===== config.mk =====
export PLATFORM = sky130hd
export DESIGN_NAME = mem_access_unit_flat
export DESIGN_NICKNAME = d
export VERILOG_FILES = /design/src/rtl/mem_access_unit_if.sv /design/src/rtl/mem_access_unit.sv /design/src/flat_wrapper.sv
export SDC_FILE = /design/constraint.sdc
export NUM_CORES = 1
export LEC_CHECK = 0
export CAP_MARGIN = 0
export CELL_PAD_IN_SITES_DETAIL_PLACEMENT = 0
export CELL_PAD_IN_SITES_GLOBAL_PLACEMENT = 1
export CORE_ASPECT_RATIO = 2
export CORE_MARGIN = 2
export CORE_UTILIZATION = 30
export CTS_BUF_LIST = sky130_fd_sc_hd__clkbuf_4
export DETAILED_ROUTE_END_ITERATION = 8
export GPL_TIMING_DRIVEN = 0
export MAX_ROUTING_LAYER = met4
export PLACE_DENSITY_LB_ADDON = 0.1
export SLEW_MARGIN = 25
export SYNTH_ARGS = -nofsm -noshare
export SYNTH_HDL_FRONTEND = slang
export SYNTH_SLANG_ARGS = --single-unit

===== constraint.sdc =====
create_clock -name clk -period 2 [get_ports clk]
set_input_delay 0.3 -clock clk [delete_from_list [all_inputs] [get_ports clk]]
set_output_delay 0.3 -clock clk [all_outputs]
set_load 0.005 [all_outputs]

===== src/rtl/mem_access_unit_if.sv =====
// Data-memory request/acknowledge bus between the MEM-stage access unit
// (master) and the data memory (slave).
interface mem_access_unit_if #(
   parameter int ADDR_W = 32
);
   logic              dmem_req;
   logic              dmem_we;
   logic [3:0]        dmem_be;
   logic [ADDR_W-1:0] dmem_addr;
   logic [31:0]       dmem_wdata;
   logic [31:0]       dmem_rdata;
   logic              dmem_ack;

   modport master (
      output dmem_req, dmem_we, dmem_be, dmem_addr, dmem_wdata,
      input  dmem_rdata, dmem_ack
   );

   modport slave (
      input  dmem_req, dmem_we, dmem_be, dmem_addr, dmem_wdata,
      output dmem_rdata, dmem_ack
   );
endinterface


===== src/rtl/mem_access_unit.sv =====
// MEM-stage load/store engine for the MIPS pipeline. Decodes the EX/MEM
// instruction, issues one request on a variable-latency data-memory bus,
// stalls the pipeline until the access completes, and produces byte enables,
// lane-replicated store data and sign/zero-extended load results.
// Optional feature: define MEM_TIMEOUT_EN to abort a BUSY access that has
// waited TIMEOUT_CYCLES cycles without ack (timeout_exc pulses).
module mem_access_unit #(
   parameter int ADDR_W         = 32,
   parameter bit BIG_ENDIAN     = 1'b1,
   parameter int TIMEOUT_CYCLES = 255
) (
   input  logic              clk,
   input  logic              rst,
   input  logic [31:0]       ex_mem_instr,
   input  logic              ex_mem_valid,
   input  logic [ADDR_W-1:0] ex_mem_addr,
   input  logic [31:0]       ex_mem_wdata,
   mem_access_unit_if.master dmem,
   output logic              mem_stall,
   output logic              load_valid,
   output logic [31:0]       load_data,
   output logic [4:0]        load_rt,
   output logic              misalign_exc,
   output logic              timeout_exc
);
   localparam logic [5:0] OP_LB  = 6'd32;
   localparam logic [5:0] OP_LH  = 6'd33;
   localparam logic [5:0] OP_LW  = 6'd35;
   localparam logic [5:0] OP_LBU = 6'd36;
   localparam logic [5:0] OP_LHU = 6'd37;
   localparam logic [5:0] OP_SB  = 6'd40;
   localparam logic [5:0] OP_SH  = 6'd41;
   localparam logic [5:0] OP_SW  = 6'd43;

   typedef enum logic [1:0] {IDLE, BUSY, DONE} stateT;

   stateT state, stateNext;

   logic [5:0] op;
   logic       isLoad, isStore, isMemOp, needHalf, needWord, aligned;
   logic       startAcc, misalignHit, ackHit, timeoutHit;

   logic              reqReg, weReg;
   logic [3:0]        beReg;
   logic [ADDR_W-1:0] addrReg;
   logic [31:0]       wdataReg;
   logic [5:0]        opReg;
   logic [1:0]        offReg;

   // Instruction fields not consumed by the MEM stage (rs, immediate).
   logic unusedInstrBits;
   assign unusedInstrBits = ^{ex_mem_instr[25:21], ex_mem_instr[15:0]};

   assign op = ex_mem_instr[31:26];

   // Byte lane holding the addressed byte; for 2-bit offsets 3-off == ~off.
   function automatic logic [1:0] laneOf(input logic [1:0] off);
      return BIG_ENDIAN ? ~off : off;
   endfunction

   // Selects the upper (1) or lower (0) half-word lane of the bus.
   function automatic logic halfOf(input logic [1:0] off);
      return BIG_ENDIAN ? ~off[1] : off[1];
   endfunction

   function automatic logic [3:0] byteEnable(input logic [5:0] opc, input logic [1:0] off);
      logic [3:0] be;
      case (opc)
         OP_SB:   be = 4'b0001 << laneOf(off);
         OP_SH:   be = halfOf(off) ? 4'b1100 : 4'b0011;
         default: be = 4'b1111;
      endcase
      return be;
   endfunction

   function automatic logic [31:0] storeData(input logic [5:0] opc, input logic [31:0] wd);
      logic [31:0] res;
      case (opc)
         OP_SB:   res = {4{wd[7:0]}};
         OP_SH:   res = {2{wd[15:0]}};
         default: res = wd;
      endcase
      return res;
   endfunction

   function automatic logic [31:0] loadExtend(input logic [5:0] opc, input logic [1:0] off,
                                              input logic [31:0] rd);
      logic [7:0]  b;
      logic [15:0] h;
      logic [31:0] res;
      case (laneOf(off))
         2'd0:    b = rd[7:0];
         2'd1:    b = rd[15:8];
         2'd2:    b = rd[23:16];
         default: b = rd[31:24];
      endcase
      h = halfOf(off) ? rd[31:16] : rd[15:0];
      case (opc)
         OP_LB:   res = {{24{b[7]}}, b};
         OP_LBU:  res = {24'h000000, b};
         OP_LH:   res = {{16{h[15]}}, h};
         OP_LHU:  res = {16'h0000, h};
         default: res = rd;
      endcase
      return res;
   endfunction

   // Classify the EX/MEM instruction and check its natural alignment
   always_comb begin
      isLoad   = 1'b0;
      isStore  = 1'b0;
      needHalf = 1'b0;
      needWord = 1'b0;
      case (op)
         OP_LB, OP_LBU: isLoad = 1'b1;
         OP_LH, OP_LHU: begin isLoad  = 1'b1; needHalf = 1'b1; end
         OP_LW:         begin isLoad  = 1'b1; needWord = 1'b1; end
         OP_SB:         isStore = 1'b1;
         OP_SH:         begin isStore = 1'b1; needHalf = 1'b1; end
         OP_SW:         begin isStore = 1'b1; needWord = 1'b1; end
         default:       ;
      endcase
      isMemOp = ex_mem_valid && (isLoad || isStore);
      aligned = !(needHalf && ex_mem_addr[0]) && !(needWord && (ex_mem_addr[1:0] != 2'b00));
   end

   // Next-state logic plus the combinational stall seen by the pipeline
   always_comb begin
      stateNext   = state;
      startAcc    = 1'b0;
      misalignHit = 1'b0;
      ackHit      = 1'b0;
      mem_stall   = 1'b0;
      case (state)
         IDLE: begin
            if (isMemOp) begin
               if (aligned) begin
                  mem_stall = 1'b1;
                  startAcc  = 1'b1;
                  stateNext = BUSY;
               end else begin
                  misalignHit = 1'b1;
               end
            end
         end
         BUSY: begin
            mem_stall = 1'b1;
            if (dmem.dmem_ack) begin
               ackHit    = 1'b1;
               stateNext = DONE;
            end else if (timeoutHit) begin
               stateNext = DONE;
            end
         end
         DONE:    stateNext = IDLE;
         default: stateNext = IDLE;
      endcase
      if (rst) begin
         mem_stall = 1'b0;
      end
   end

   // FSM state register
   always_ff @(posedge clk) begin
      if (rst) begin
         state <= IDLE;
      end else begin
         state <= stateNext;
      end
   end

   // Request registers, load result capture and the misalignment pulse
   always_ff @(posedge clk) begin
      if (rst) begin
         reqReg       <= 1'b0;
         weReg        <= 1'b0;
         beReg        <= 4'b0000;
         addrReg      <= '0;
         wdataReg     <= 32'h0;
         opReg        <= 6'd0;
         offReg       <= 2'd0;
         load_valid   <= 1'b0;
         load_data    <= 32'h0;
         load_rt      <= 5'd0;
         misalign_exc <= 1'b0;
      end else begin
         misalign_exc <= misalignHit;
         load_valid   <= 1'b0;
         if (startAcc) begin
            reqReg   <= 1'b1;
            weReg    <= isStore;
            beReg    <= byteEnable(op, ex_mem_addr[1:0]);
            addrReg  <= {ex_mem_addr[ADDR_W-1:2], 2'b00};
            wdataReg <= storeData(op, ex_mem_wdata);
            load_rt  <= ex_mem_instr[20:16];
            opReg    <= op;
            offReg   <= ex_mem_addr[1:0];
         end
         if (ackHit) begin
            reqReg <= 1'b0;
            if (!weReg) begin
               load_data  <= loadExtend(opReg, offReg, dmem.dmem_rdata);
               load_valid <= 1'b1;
            end
         end else if (timeoutHit) begin
            reqReg <= 1'b0;
         end
      end
   end

`ifdef MEM_TIMEOUT_EN
   localparam int CNT_W = $clog2(TIMEOUT_CYCLES + 1);

   logic [CNT_W-1:0] toCnt;
   logic             timeoutPulse;

   // The cycle that would bring the count to TIMEOUT_CYCLES aborts; ack wins.
   assign timeoutHit = (state == BUSY) && !dmem.dmem_ack &&
                       (toCnt == CNT_W'(TIMEOUT_CYCLES - 1));

   // Count BUSY cycles spent waiting for ack; cleared when an access starts
   always_ff @(posedge clk) begin
      if (rst) begin
         toCnt        <= '0;
         timeoutPulse <= 1'b0;
      end else begin
         timeoutPulse <= timeoutHit;
         if (startAcc) begin
            toCnt <= '0;
         end else if ((state == BUSY) && !dmem.dmem_ack) begin
            toCnt <= toCnt + CNT_W'(1);
         end
      end
   end

   assign timeout_exc = timeoutPulse;
`else
   assign timeoutHit  = 1'b0;
   assign timeout_exc = 1'b0;
`endif

   assign dmem.dmem_req   = reqReg;
   assign dmem.dmem_we    = weReg;
   assign dmem.dmem_be    = beReg;
   assign dmem.dmem_addr  = addrReg;
   assign dmem.dmem_wdata = wdataReg;
endmodule


===== src/flat_wrapper.sv =====
// flat-port wrapper written by rule: the top's interface ports become plain ports
module mem_access_unit_flat 
#(
   parameter int ADDR_W         = 32,
   parameter bit BIG_ENDIAN     = 1'b1,
   parameter int TIMEOUT_CYCLES = 255
)
  (clk, rst, ex_mem_instr, ex_mem_valid, ex_mem_addr, ex_mem_wdata, mem_stall, load_valid, load_data, load_rt, misalign_exc, timeout_exc, dmem_dmem_req, dmem_dmem_we, dmem_dmem_be, dmem_dmem_addr, dmem_dmem_wdata, dmem_dmem_rdata, dmem_dmem_ack);
  mem_access_unit_if #(.ADDR_W(ADDR_W)) dmem_i ();
  input  logic clk;
  input  logic rst;
  input  logic [31:0] ex_mem_instr;
  input  logic ex_mem_valid;
  input  logic [ADDR_W-1:0] ex_mem_addr;
  input  logic [31:0] ex_mem_wdata;
  output logic mem_stall;
  output logic load_valid;
  output logic [31:0] load_data;
  output logic [4:0] load_rt;
  output logic misalign_exc;
  output logic timeout_exc;
  output wire logic [$bits(dmem_i.dmem_req)-1:0] dmem_dmem_req;
  output wire logic [$bits(dmem_i.dmem_we)-1:0] dmem_dmem_we;
  output wire logic [$bits(dmem_i.dmem_be)-1:0] dmem_dmem_be;
  output wire logic [$bits(dmem_i.dmem_addr)-1:0] dmem_dmem_addr;
  output wire logic [$bits(dmem_i.dmem_wdata)-1:0] dmem_dmem_wdata;
  input wire logic [$bits(dmem_i.dmem_rdata)-1:0] dmem_dmem_rdata;
  input wire logic [$bits(dmem_i.dmem_ack)-1:0] dmem_dmem_ack;
  assign dmem_dmem_req = dmem_i.dmem_req;
  assign dmem_dmem_we = dmem_i.dmem_we;
  assign dmem_dmem_be = dmem_i.dmem_be;
  assign dmem_dmem_addr = dmem_i.dmem_addr;
  assign dmem_dmem_wdata = dmem_i.dmem_wdata;
  assign dmem_i.dmem_rdata = dmem_dmem_rdata;
  assign dmem_i.dmem_ack = dmem_dmem_ack;
  mem_access_unit #(.ADDR_W(ADDR_W), .BIG_ENDIAN(BIG_ENDIAN), .TIMEOUT_CYCLES(TIMEOUT_CYCLES)) u_core (.clk(clk), .rst(rst), .ex_mem_instr(ex_mem_instr), .ex_mem_valid(ex_mem_valid), .ex_mem_addr(ex_mem_addr), .ex_mem_wdata(ex_mem_wdata), .dmem(dmem_i), .mem_stall(mem_stall), .load_valid(load_valid), .load_data(load_data), .load_rt(load_rt), .misalign_exc(misalign_exc), .timeout_exc(timeout_exc));
endmodule

==> metrics.yaml, run 1 <==
sta:
  period_needed_ps: 2200
  finalClockSkew_ps: 16.9
  slew_viol_final: 0
  finalHoldViolations: 0
  timing.hold.ws_ps: 145
  fin_ws_ps: -201
  worst_pin_slew_ps: 603
  setup_viol: 1
  fin_crit_sh_pct: 110
  rsz0062_at_grt: "yes"
  max_freq_ghz: 0.454
  slew_headroom_pct: 59.8
global_route:
  grt_pass1_vias: 6328
  globalRouteTotalUtil_pct: 24.7
  grt_pass1_wl_um: 35300
  grt_antenna_before_repair: 4
  overflow: 0
  grt_max_degree: 20
yosys:
  ys_async_sr_fraction_pct: 0
  ys_types: 44
  ys.flop_type: "dfxtp_1"
  synth-edff-count: 0
  synth_warnings: 0
  syn_inst: 649
  syn_avg_cell_area_um2: 8.32
  synth.most_common_cell: "dfxtp_1"
  netlist.area_leader.share_pct: 43.4
  synth_seq_area_share_pct: 43.4
  yosys.area.top_type: "dfxtp_1"
  synthTopCellsByCount: "117 x dfxtp_1, 114 x a21oi_1, 108 x o21ai_0"
  synthTopCellsByArea: "dfxtp_1 43%, a21oi_1 11%, o21ai_0 10%"
  synth_area_um2: 5400
  ys_seq_elements: 117
floorplan:
  pin_count: 243
  dieWidth_um: 98.8
  core-area_um2: 17700
  start_util_pct: 30.5
  die_height_um: 194
  rows: 69
  die_area_um2: 19100
critical_path:
  cp_slowest_stage_delay_ps: 350
  critPathKind: "reg -> out"
  crit_slowest_cell: "dfxtp_2"
  path_cells: "nor4bb_4 > o211a_1 > buf_6 > clkbuf_16 > a21oi_4 > nor3_2 > buf_2"
  cp-end-kind: "primary output"
  critical_path_arrival_ps: 1900
  cp_max_fo: 2
  start_kind: "register"
  crit_required_ps: 1700
  r2r_cells: 7
drt:
  drt-initial-drc-count: 370
  first_pass_iters: 4
  drc: 0
  drtAntennaViolNets: 0
  vias_per_cell: 5.41
  wl_per_cell_um: 20.9
  wl_um: 23500
  num_vias: 6088
clock_network:
  cts.clk_slew.worst_paths_ps: 110
  clkLatencyLatePin_ps: 550
  cts-buffers-inserted: 17
  htreeDepth: 4
  cts_sinks: 117
  clock_tree.root_cell: "clkbuf_4"
  clock_path_buffers: 2
  cts_tree: "yes"
place:
  hpwl_um: 18200
  gp_congestion: 0.915
  pre_cts_ws_ps: -1410
  portBuffers: 217
outcome:
  violations: "setup timing"
  status: "finished, violations left"
worst_hold_path:
  hold_path_depth: 3
  min_path_type: "in -> reg"
run:
  cap_violations: 0
layout:
  post-route-util_pct: 47.4
  nNetsFinal: 1028
  areaGrowthSynthToFinish_pct: 55.3
  drive_gt1_share_pct: 11.8
  fillers: 1815
power_and_ir_drop:
  irDropWorstVdd_mv: 0.401
  power.total_mw: 5.05
  p_leak_nw: 3.03
  power_density_nw_per_um2: 603
==> cell usage in the layout, fill, tap and decap left out, types with 3 or more instances in the layout <==
master and instances:
a211oi_1 8, a21oi_1 112, a21oi_2 10, a21oi_4 3
a22oi_1 15, a311oi_1 11, buf_2 16, buf_4 13
bufinv_16 3, clkbuf_1 41, clkbuf_2 4, clkbuf_4 21
clkdlybuf4s50_1 210, clkinv_2 5, conb_1 3, dfxtp_1 116
diode_2 4, dlymetal6s2s_1 4, inv_1 4, mux2i_1 16
mux4_2 8, nand2_1 50, nand2b_1 16, nand3_1 58
nor3_1 4, o2111ai_1 8, o21ai_0 107
==> cell type report <==
type / instances / area, um2 / area share [%]
buffer: 69 / 355 / 4.24
multi-input combinational: 459 / 2810 / 33.5
timing repair buffer: 228 / 2290 / 27.3
inverter: 4 / 15.0 / 0.179
antenna: 4 / 10.0 / 0.119
clock buffer: 21 / 158 / 1.88
clock inverter: 11 / 134 / 1.60
sequential: 117 / 2340 / 28.0
tap: 213 / 267 / 3.18
==> kinds of logic (layout without fill, tap and decap cells) <==
logic type	Yosys count	count (layout)	share of synthesized area (%)
compound gates	284	284	30.4
buf+inv	75	333	6.21
flops	117	117	43.4
mux	24	24	6.30
other cells	1	7	0.0695
simple gates	148	148	13.6
==> final timing paths <==
| path | startpoint | endpoint | slack [ps] |
|---|---|---|---|
| min reg2reg | u_core.load_rt[1] | u_core.load_rt[1] | 480 |
| min | ex_mem_instr[28] | u_core.opReg[2] | 150 |
| max reg2reg | u_core.offReg[0] | u_core.load_data[29] | 90 |
| max | u_core.state[0] | mem_stall | -200 |
==> stage by stage <==
step | setup TNS (ps) | area [um2] | std cells
floorplan | 0 | 5410 | 651
global placement | -47810 | 7840 | 1081
detailed placement | -56310 | 7840 | 1081
CTS | -360 | 8250 | 1117
global route | -335 | 8380 | 1126
finish | -201 | 8380 | 1126
==> routing by layer <==
metal	global-route usage, %	part of all wire, %	vias to the layer above	wire [um]
li1	-	-	2871	-
met5	-	0	-	0
met2	44.5	54	265	12600
met4	16.2	6.9	0	1620
met1	22.3	33	2875	7820
met3	5.91	6.0	77	1410
==> power breakdown <==
group / internal (mW) / switching [mW] / total (mW)
logic: 0.418 / 0.382 / 0.800
clock network: 0.906 / 0.931 / 1.84
registers: 2.38 / 0.0310 / 2.41
==> sequential cells by signal, summed over array words and instances (netlist names) <==
signal,cells
u_core.offReg,2
u_core.load_valid,1
u_core.load_data,32
u_core.dmem.dmem_addr,30
u_core.dmem.dmem_we,1
u_core.misalign_exc,1
u_core.load_rt,5
u_core.dmem.dmem_wdata,32
u_core.state,2
u_core.opReg,6
u_core.dmem.dmem_be,4
u_core.dmem.dmem_req,1
==> critical path, delay by kind of cell, from the launching register on <==
| kind | cells | cell delay, ps |
|---|---|---|
| flip-flops | 1 | 350 |
| AO/OA/AOI/OAI | 2 | 250 |
| AND/OR/NAND/NOR | 2 | 360 |
| buffers and inverters | 3 | 380 |
==> what timing repair did <==
action | 4_1_cts | 5_1_grt
setup buffers | 6 | 4
hold buffers | 0 | 0
endpoints found under the setup margin | 37 | 77
gates resized for setup | 31 | 13
pin swaps | 5 | 4
gates cloned | 0 | 1
hold endpoints to repair | 0 | 0
Power figures use the tool's default switching activity.
==> inputs of run 2 (changes only) <==
Settings changed: CAP_MARGIN 0 to default.
==> results of run 2 <==
The final DEF is identical to that of run 1; final timing and power are the same.
